--- src/rtl/raccoon_testregs_wd.sv ---
// Raccoon ring test/status slave: scratch bank, byte-enable writes, 64-bit cycle
// counter with atomic high-word shadow, and a progress watchdog that raises TEST_FAIL.
module raccoon_testregs_wd #(
    parameter logic [19:0] ADDR_MASK      = 20'hFFFC0,
    parameter logic [19:0] ADDR_BASE      = 20'hFFFC0,
    parameter int unsigned NUM_SCRATCH    = 8,
    parameter logic [31:0] WDOG_RESET     = 32'd0,
    parameter logic [31:0] WDOG_FAIL_CODE = 32'hDEAD0D06
) (
    input  logic        CLK,
    input  logic        RST,
    output logic [31:0] TEST_PROGRESS,
    output logic [31:0] TEST_FAIL,
    output logic [31:0] TEST_PASS,
    output logic        WDOG_EXPIRED,
    input  logic [63:0] RaccIn,
    output logic [63:0] RaccOut
);
    typedef enum logic [1:0] {WD_OFF, WD_RUN, WD_EXP} wd_state_e;

    logic [63:0]      din_q, din_d1_q, out_q, cyc_q;
    logic [31:0]      shadow_q, prog_q, fail_q, pass_q, wload_q, wcnt_q;
    logic             wexp_q;
    wd_state_e        state_q, state_d;
    logic [7:0][31:0] scr;

    logic [17:0] addr;
    logic [3:0]  be, sel;
    logic [31:0] wdata, bmask, rdata;
    logic        hit, wr, rd_lo, wr_prog, wr_fail, wr_pass, wr_wload, w1c;
    logic [31:0] prog_m, fail_m, pass_m, wload_m;
    logic        fire, force_fail, running;

    function automatic logic [31:0] merge(input logic [31:0] old, input logic [31:0] nw,
                                          input logic [31:0] m);
        return (old & ~m) | (nw & m);
    endfunction

    // Register access happens on the din_d1 stage; the response is registered into RaccOut
    assign addr     = din_d1_q[49:32];
    assign be       = din_d1_q[53:50];
    assign sel      = addr[3:0];
    assign wdata    = din_d1_q[31:0];
    assign bmask    = {{8{be[3]}}, {8{be[2]}}, {8{be[1]}}, {8{be[0]}}};
    assign hit      = (din_d1_q[63:62] == 2'b11) &&
                      (({addr, 2'b00} & ADDR_MASK) == (ADDR_BASE & ADDR_MASK));
    assign wr       = hit && (be != 4'd0);
    assign rd_lo    = hit && !wr && (sel == 4'd4);
    assign wr_prog  = wr && (sel == 4'd1);
    assign wr_fail  = wr && (sel == 4'd2);
    assign wr_pass  = wr && (sel == 4'd3);
    assign wr_wload = wr && (sel == 4'd6);
    assign w1c      = wr && (sel == 4'd7) && be[0] && wdata[0];

    assign prog_m  = merge(prog_q, wdata, bmask);
    assign fail_m  = merge(fail_q, wdata, bmask);
    assign pass_m  = merge(pass_q, wdata, bmask);
    assign wload_m = merge(wload_q, wdata, bmask);

    for (genvar n = 0; n < 8; n++) begin : g_scr
        if (n < NUM_SCRATCH) begin : g_impl
            logic [31:0] scr_q;
            always_ff @(posedge CLK or posedge RST) begin
                if (RST)
                    scr_q <= '0;
                else if (wr && sel[3] && (sel[2:0] == 3'(n)))
                    scr_q <= merge(scr_q, wdata, bmask);
            end
            assign scr[n] = scr_q;
        end else begin : g_none
            assign scr[n] = '0;
        end
    end

    always_comb begin
        rdata = '0;
        case (sel)
            4'd0:    rdata = {24'd0, din_d1_q[61:54]};
            4'd1:    rdata = prog_q;
            4'd2:    rdata = fail_q;
            4'd3:    rdata = pass_q;
            4'd4:    rdata = cyc_q[31:0];
            4'd5:    rdata = shadow_q;
            4'd6:    rdata = wload_q;
            4'd7:    rdata = {30'd0, running, wexp_q};
            default: rdata = scr[sel[2:0]];
        endcase
    end

    // Watchdog FSM
    always_ff @(posedge CLK or posedge RST) begin
        if (RST) state_q <= (WDOG_RESET != 32'd0) ? WD_RUN : WD_OFF;
        else     state_q <= state_d;
    end

    always_comb begin
        state_d = state_q;
        case (state_q)
            WD_RUN:  if (fire) state_d = WD_EXP;
            default: state_d = state_q;
        endcase
        if (wr_wload) state_d = (wload_m != 32'd0) ? WD_RUN : WD_OFF;
    end

    // A kick or reload in the same cycle as count==1 pre-empts expiry
    always_comb begin
        running    = (state_q == WD_RUN);
        fire       = running && (wcnt_q == 32'd1) && !wr_prog && !wr_wload;
        force_fail = fire || (state_q == WD_EXP);
    end

    always_ff @(posedge CLK or posedge RST) begin
        if (RST)
            wcnt_q <= WDOG_RESET;
        else if (wr_wload)
            wcnt_q <= wload_m;
        else if (running) begin
            if (wr_prog)   wcnt_q <= wload_q;
            else if (fire) wcnt_q <= '0;
            else           wcnt_q <= wcnt_q - 32'd1;
        end
    end

    always_ff @(posedge CLK or posedge RST) begin
        if (RST) begin
            din_q    <= '0;
            din_d1_q <= '0;
            out_q    <= '0;
            cyc_q    <= '0;
            shadow_q <= '0;
            prog_q   <= '0;
            fail_q   <= '0;
            pass_q   <= '0;
            wload_q  <= WDOG_RESET;
            wexp_q   <= 1'b0;
        end else begin
            din_q    <= RaccIn;
            din_d1_q <= din_q;
            out_q    <= hit ? {2'b10, din_d1_q[61:32], rdata} : din_d1_q;
            cyc_q    <= cyc_q + 64'd1;
            if (rd_lo)    shadow_q <= cyc_q[63:32];
            if (wr_prog)  prog_q   <= prog_m;
            if (wr_pass)  pass_q   <= pass_m;
            if (wr_wload) wload_q  <= wload_m;
            // Bus write to FAIL beats the watchdog code
            if (wr_fail)
                fail_q <= fail_m;
            else if (force_fail && (fail_q == 32'd0))
                fail_q <= WDOG_FAIL_CODE;
            if (fire)     wexp_q <= 1'b1;
            else if (w1c) wexp_q <= 1'b0;
        end
    end

    assign RaccOut       = out_q;
    assign TEST_PROGRESS = prog_q;
    assign TEST_FAIL     = fail_q;
    assign TEST_PASS     = pass_q;
    assign WDOG_EXPIRED  = wexp_q;
endmodule

--- config.mk ---
export PLATFORM = sky130hd
export DESIGN_NAME = raccoon_testregs_wd
export DESIGN_NICKNAME = d
export VERILOG_FILES = /design/src/rtl/raccoon_testregs_wd.sv
export SDC_FILE = /design/constraint.sdc
export NUM_CORES = 2
export LEC_CHECK = 0
export CAP_MARGIN = 20
export CORE_ASPECT_RATIO = 1.2
export CORE_MARGIN = 1
export CORE_UTILIZATION = 60
export DETAILED_ROUTE_END_ITERATION = 12
export PLACE_DENSITY = 0.78
export SYNTH_ARGS = -nofsm -noshare
export SYNTH_HDL_FRONTEND = slang
export SYNTH_SLANG_ARGS = --single-unit
--- constraint.sdc ---
create_clock -name CLK -period 59.7 [get_ports CLK]
set_input_delay 17.91 -clock CLK [delete_from_list [all_inputs] [get_ports CLK]]
set_output_delay 17.91 -clock CLK [all_outputs]
set_load 0.05 [all_outputs]
; ---- Word level (Yosys, flattened, before mapping)
; Cells that the tools add are included.
[classes]
addsub = 2
n_lt_le_gt_ge = 1
eq_ne = 19
mux = 16
bitwise_logic = 26
reduce_logical = 38
[op_table]
columns = operator, n
row1 = $and A32 B32 Y32, 13
row2 = $or A32 B32 Y32, 12
row3 = $pmux W32 S8, 1
row4 = $mux W32, 7
row5 = $bmux W32 S3, 1
row6 = $add A64 B1 Y64 const B, 1
row7 = $mux W64, 1
row8 = $eq A32 B1 Y1 const B, 1
row9 = $logic_not A32 Y1, 1
row10 = $not A32 Y32, 1
row11 = $reduce_bool A32 Y1, 1
row12 = $sub A32 B1 Y32 const B, 1
row13 = $logic_and A1 B1 Y1, 24
row14 = $eq A4 B3 Y1 const B, 4
row15 = $eq A14 B14 Y1 const B, 1
row16 = $eq A3 B3 Y1 const B, 4
row17 = $eq A4 B2 Y1 const B, 2
row18 = $reduce_bool A2 Y1, 4
row19 = $eq A3 B2 Y1 const B, 2
row20 = $mux W2, 3
row21 = $eq A2 B2 Y1 const B, 2
row22 = $eq A4 B1 Y1 const B, 1
row23 = $logic_not A4 Y1, 1
row24 = $lt A3 B4 Y1 const B, 1
row25 = other kinds (8), 12
[totals]
ff_bits = 707
inputBits = 66
out_inout_bits = 161
word_cells = 122

; ---- Longest topological paths before layout
[logic_depth]
depth_word = 11
mapped_depth = 10
mapped_depth_nobuf = 8

; ---- Worst setup path before layout
; Ideal clock, no wire load.
[synth_timing]
path_kind = register -> output
startpoint = register fail_q[31], in the netlist TEST_FAIL[31]
endpoint = output TEST_FAIL[31]
arrival_ps = 630
required_ps = 41790
setup_slack_ps = 41160
path_stages_with_launch = 1
path_buffers = 0
cell_sequence = dfrtp_1
[synth_lines]
columns = item, line
row1 = start: declaration, 22  ; logic [31:0] shadow_q, prog_q, fail_q, pass_q, wload_q, wcnt_q;
row2 = start signal: assignment, 147  ; fail_q <= fail_m;
row3 = end: declaration, 13  ; output logic [31:0] TEST_FAIL,
; No word-level cell between the ends.

==> results.ini <==
[worst_setup_path]
path_cells=clkdlybuf4s50_1 -> inv_8 -> buf_12 -> buf_4
reg2reg_depth=5
end_kind=asynchronous set/reset pin
startpoint=RST
path_buf_inv=4
critPathTopFamily=buffers and inverters
worstPathMaxFanout=183
max_stage_delay_ps=790
cp_data_arrival_time_ps=20690
path_class=input pin to asynchronous set/reset pin
start_kind=input pin
crit_cells=4
cp_slowest_cell=buf_4
ff2ff_setup_slack_ps=55230
crit_required_ps=60320
worstReg2RegStart=din_d1_q[32]$_DFF_PP0_

[power_and_ir_drop]
ir_drop_mv=0.0254
power_uw=967
p_leak_uw=0.0165
cellPowerDensity_nw_per_um2=27.8

[grt]
overflow=0
grt_max_degree=184
grt_antenna_before_repair=1
grt_use_total_pct=33.1
grt_pass1_wl_um=124000
grt_pass1_vias=20900

[final_layout]
final_core_util_pct=70.9
area_growth_pct=17.0
nNetsFinal=2519
drive_above_1_share_pct=25.0
instances_no_fill=3139
fillers=3306
diodes=0

[status]
status=finished clean

[worst_hold_path]
hold_path_class=register to register

[die]
num_rows=89
io_pins=227
fp.dieArea_um2=50500
dieWidth_um=205
die_y_um=246
start_util_pct=60.6
core_area_um2=49100

[synthesis]
syn_inst=2259
yosysWarnings=0
synth-main-ff-cell=dfrtp_1
syn_area_per_cell_um2=13.2
synth-seq-cells=707
async_flop_share_pct=100
synth_edf_count=0
synthTopCellsByArea=dfrtp_1 (59%), mux2_2 (14%), mux4_2 (4.8%)
synth_commonest_cells=dfrtp_1 (707), mux2_2 (374), nand2_1 (233)
syn_area_um2=29800
synthDistinctLibCells=72
synth_top_area_cell=dfrtp_1
ys_seq_area_share_pct=59.4
syn_nets=2328
yosysMostFrequentCell=dfrtp_1
synth_top_area_share_pct=59.4

[drt]
ant_nets=0
firstDrtPassIters=8
via_count=20400
drc=0
routedWlPerCell_um=25.9
drt_iter0_drc=2415
routed_via_density=6.51
drt_wl_total_um=81200

[clock_network]
tritoncts=built
cts.htree.levels=3
cts_root_buf=clkbuf_16
cts_resized=0
clockBufferDepth=3
postCtsHoldBufs=0
clk_pin_slew_ps=60
clk_latency_ps=620
cts_setup_buffers=0
cts_inserted_buffers=69
clkSinkCount=707

[sta]
max_freq_mhz=49.8
fin_skew_ps=25.6
period_share_pct=33.6
rsz0062_at_grt=false
slew_headroom_pct=25.0
setup_slack_ps=39640
post-route-min-period_ps=20060
setup_viol=0
worstMarginPinSlew_ps=1120
slew_violations=0
hold_viol_final=0
fin_setup_tns_ps=0

[flow_run]
max-cap-violations=0

[placement]
gp_congestion=0.947
place_hpwl_um=53000
port_buffers=226
dpl_worst_slack_ps=38460
place_inst=3015

cell families (layout without fill, tap and decap cells):
group | count (synthesis) | count (layout) | synth area share (%)
simple gates | 555 | 555 | 9.14
mux | 473 | 473 | 20.2
xor+xnor | 62 | 62 | 1.82
compound gates | 300 | 300 | 7.16
flops | 707 | 707 | 59.4
fa+ha+maj | 3 | 3 | 0.126
buf+inv | 159 | 402 | 2.15
placed cells by master, fill, tap and decap left out, types with 6 or more instances in the layout:
cell / count
dfrtp_1: 703
a22oi_1: 17
nor3_1: 44
clkdlybuf4s50_1: 226
clkinv_8: 6
or4_1: 7
o211ai_1: 10
a222oi_1: 56
clkbuf_16: 69
nor4_1: 28
nand3_1: 43
buf_4: 32
nand4b_1: 6
nor2_1: 69
o21ai_0: 106
inv_1: 17
and3_1: 22
xor2_1: 28
clkinv_2: 10
mux2i_1: 35
xnor2_1: 34
and2_1: 9
a22o_1: 11
a221oi_1: 7
clkbuf_1: 18
nand4_1: 28
nand2b_1: 6
mux2_2: 374
nor2_2: 13
clkbuf_8: 14
nand2_1: 233
or3_1: 6
mux4_2: 64
o22a_1: 16
a21oi_1: 27
layer usage:
metal | track usage, % | wire (µm) | vias up
li1 | - | - | 8661
met1 | 45.4 | 31700 | 10500
met2 | 51.4 | 38600 | 1103
met3 | 6.44 | 7370 | 204
met4 | 15.3 | 3550 | 0
met5 | 0 | 0 | -
metrics by stage:
stage	area [µm²]	hold WS [ps]
3_3_place_gp	32600	332
2_1_floorplan	29800	331
4_1_cts	34800	346
6_report	34800	345
3_5_place_dp	32600	335
5_1_grt	34800	349
worst register-to-register path, cell delays in order (launching register included):
cell      delay, ps
dfrtp_4        1090
buf_4           790
nand4b_1        660
nor2_1          820
and2_1          580
mux2_2          410
cell type report:
cell class	count	area, µm²	share of cell area (%)
Clock buffer	101	1990	5.70
Multi-Input combinational cell	1393	11500	32.9
Inverter	18	75.1	0.215
Clock inverter	22	241	0.693
Timing Repair Buffer	261	2570	7.38
Sequential cell	707	17700	50.8
Tap cell	637	797	2.29
worst min path at each step:
stage	startpoint	endpoint	slack [ps]	depth (start not counted)
floorplan	din_q[0]$_DFF_PP0_	din_d1_q[0]$_DFF_PP0_	330	0
global placement	din_q[58]$_DFF_PP0_	din_d1_q[58]$_DFF_PP0_	330	0
detailed placement	din_q[46]$_DFF_PP0_	din_d1_q[46]$_DFF_PP0_	330	0
CTS	din_q[59]$_DFF_PP0_	din_d1_q[59]$_DFF_PP0_	350	0
global route	din_q[3]$_DFF_PP0_	din_d1_q[3]$_DFF_PP0_	350	0
finish	din_q[55]$_DFF_PP0_	din_d1_q[55]$_DFF_PP0_	350	0
report_power, final:
group          internal, µW  switching (µW)  leakage [µW]
combinational          13.8            31.0       0.00594
sequential              486            8.35       0.00942
clock                   242             186       0.00109
(Power assumes the default switching activity.)
==> RTL change, RTL diff (config.mk and constraints unchanged) <==
`din_q` and `din_d1_q` no longer have a reset.
--- a/src/rtl/raccoon_testregs_wd.sv
+++ b/src/rtl/raccoon_testregs_wd.sv
@@ -125,4 +125,2 @@
         if (RST) begin
-            din_q    <= '0;
-            din_d1_q <= '0;
             out_q    <= '0;
@@ -136,4 +134,2 @@
         end else begin
-            din_q    <= RaccIn;
-            din_d1_q <= din_q;
             out_q    <= hit ? {2'b10, din_d1_q[61:32], rdata} : din_d1_q;
@@ -154,2 +150,7 @@
 
+    always_ff @(posedge CLK) begin
+        din_q    <= RaccIn;
+        din_d1_q <= din_q;
+    end
+
     assign RaccOut       = out_q;
Function: changed (a bounded check fails within 4 cycles, from zero or initial values and one cycle with RST high).
==> RTL change against the original RTL <==
Area after synthesis down 1.6%. Cell count grew 0.38%. Wire length fell by 2.0%. Setup slack better by 94 ps. Power about the same. Clock power is essentially flat. Utilization rose by 0.55 points. Sequential cell count is the same. Die area down 1.6%. Design area fell by 1.3%. Via count shrank 1.2%. Synthesized cell count increased by 0.18%. Hold slack got worse by 23 ps. Largest cell class unchanged.
==> RTL change: results <==
[place]
gp_congestion = 1.000
io_buffer_count = 226
dp_hpwl_um = 52760

[global_routing]
grt.total_usage = 0.3284
grt_pass1_vias = 20710
grt_pass1_wl_um = 123100
grt_antenna_before_repair = 0
grt_max_degree = 121

[hold_path]
hp-start = din_q[33]
hp-class = reg2reg
min_to = din_d1_q[33]
holdPathStages = 0

[worst_setup_path]
cp.arrival_ps = 20600
worst-r2r-setup-slack_ps = 55890
path_max_fanout = 120
crit-reg2reg-launch = din_d1_q[33]
reg2reg_depth = 6

[cts]
clockBufferDepth = 3
clock_latency_ps = 630
clk_pin_slew_worst_paths_ps = 60
post_cts_buffers = 0
cts_resized = 0
cts_max_level = 3
numCtsBuffers = 69
cts_root_buf = clkbuf_16

[sta]
worst_slew_pin_slew_ps = 1074
fin_skew_ps = 21.57

[logic_synthesis]
synth_top_area_cell = dfrtp_1
syn_nets = 2332
synthTopCellsByCount = dfrtp_1, mux2_2, nand2_1, dfxtp_1, o21ai_0
ys_types = 75
ys.flop_type = dfrtp_1
yosysSeqAreaShare = 0.5821
ys_warn_count = 0
synth_area_leaders = dfrtp_1, mux2_2, dfxtp_1
synthArstFlopShare = 0.8190

[finish]
diodes = 0
drive_above_1_share = 0.2412
nets = 2535

[power]
leakage_nw = 15.87
ir_drop_v = 0.00003127

[route]
wirelength_um = 79650
drt_iter0_drc = 2195
drtPass1Iterations = 6
viasPerCell = 6.414

[run_status]
status = finished clean
RTL change: power breakdown:
part           leakage [nW]  internal (W)  switching, W
clock network          1.10      0.000243      0.000183
logic                  6.00     0.0000149     0.0000296
registers              8.77      0.000486     0.0000101
RTL change: how the worst max path moves through the flow:
stage / startpoint / endpoint / slack (ps) / cells after the start
2_1_floorplan: RST / RaccOut[0] / 25590 / 1
3_3_place_gp: RST / async pin / 38760 / 4
3_5_place_dp: RST / async pin / 38640 / 4
4_1_cts: RST / TEST_FAIL[0] / 39280 / 4
5_1_grt: RST / shadow_q[29] / 39310 / 5
6_report: RST / async pin / 39730 / 5
RTL change: logic make-up (layout without fill, tap and decap cells):
family	count (synthesis)	after routing	synth area share
AOI/OAI and AO/OA	334	334	0.07800
xor gates and xnor gates	62	62	0.01854
adders and majority gates	3	3	0.001282
buffers and inverters	148	406	0.02127
DFF	707	707	0.5821
muxes	461	461	0.2035
and+or+nand+nor	548	548	0.09534
RTL change: layer usage:
metal  routed length (µm)  up-vias  track usage
met5                    0        -            0
met3                 6599      225      0.07849
met4                 3713        0       0.1701
met2                38170      917       0.5105
li1                     -     8700            -
met1                31170    10370       0.4305
RTL change: layout make-up:
type                       count  area (µm²)
clock buffer                 107        2062
clock inverter                19       148.9
fill                        3263       13710
inverter                      18       75.07
multi-input combinational   1408       11660
sequential                   707       17060
tap                          630       788.3
timing repair buffer         262        2605
RTL change: worst max-delay path: stages:
cell and delay, ps:
clkdlybuf4s50_1 500, inv_8 590, buf_4 400, buf_16 360
buf_4 750
RTL change: through the flow:
stage	setup WS, ps	hold WS (ps)	std cells	total power, W	area, µm²
floorplan	25590	309.6	2263	0.0005287	29290
global placement	38760	309.8	3021	0.0005477	32090
detailed placement	38640	312.1	3021	0.0005487	32090
CTS	39280	323.7	3147	0.0009726	34300
global route	39310	331.7	3151	0.0009957	34400
finish	39730	322.0	3151	0.0009674	34400
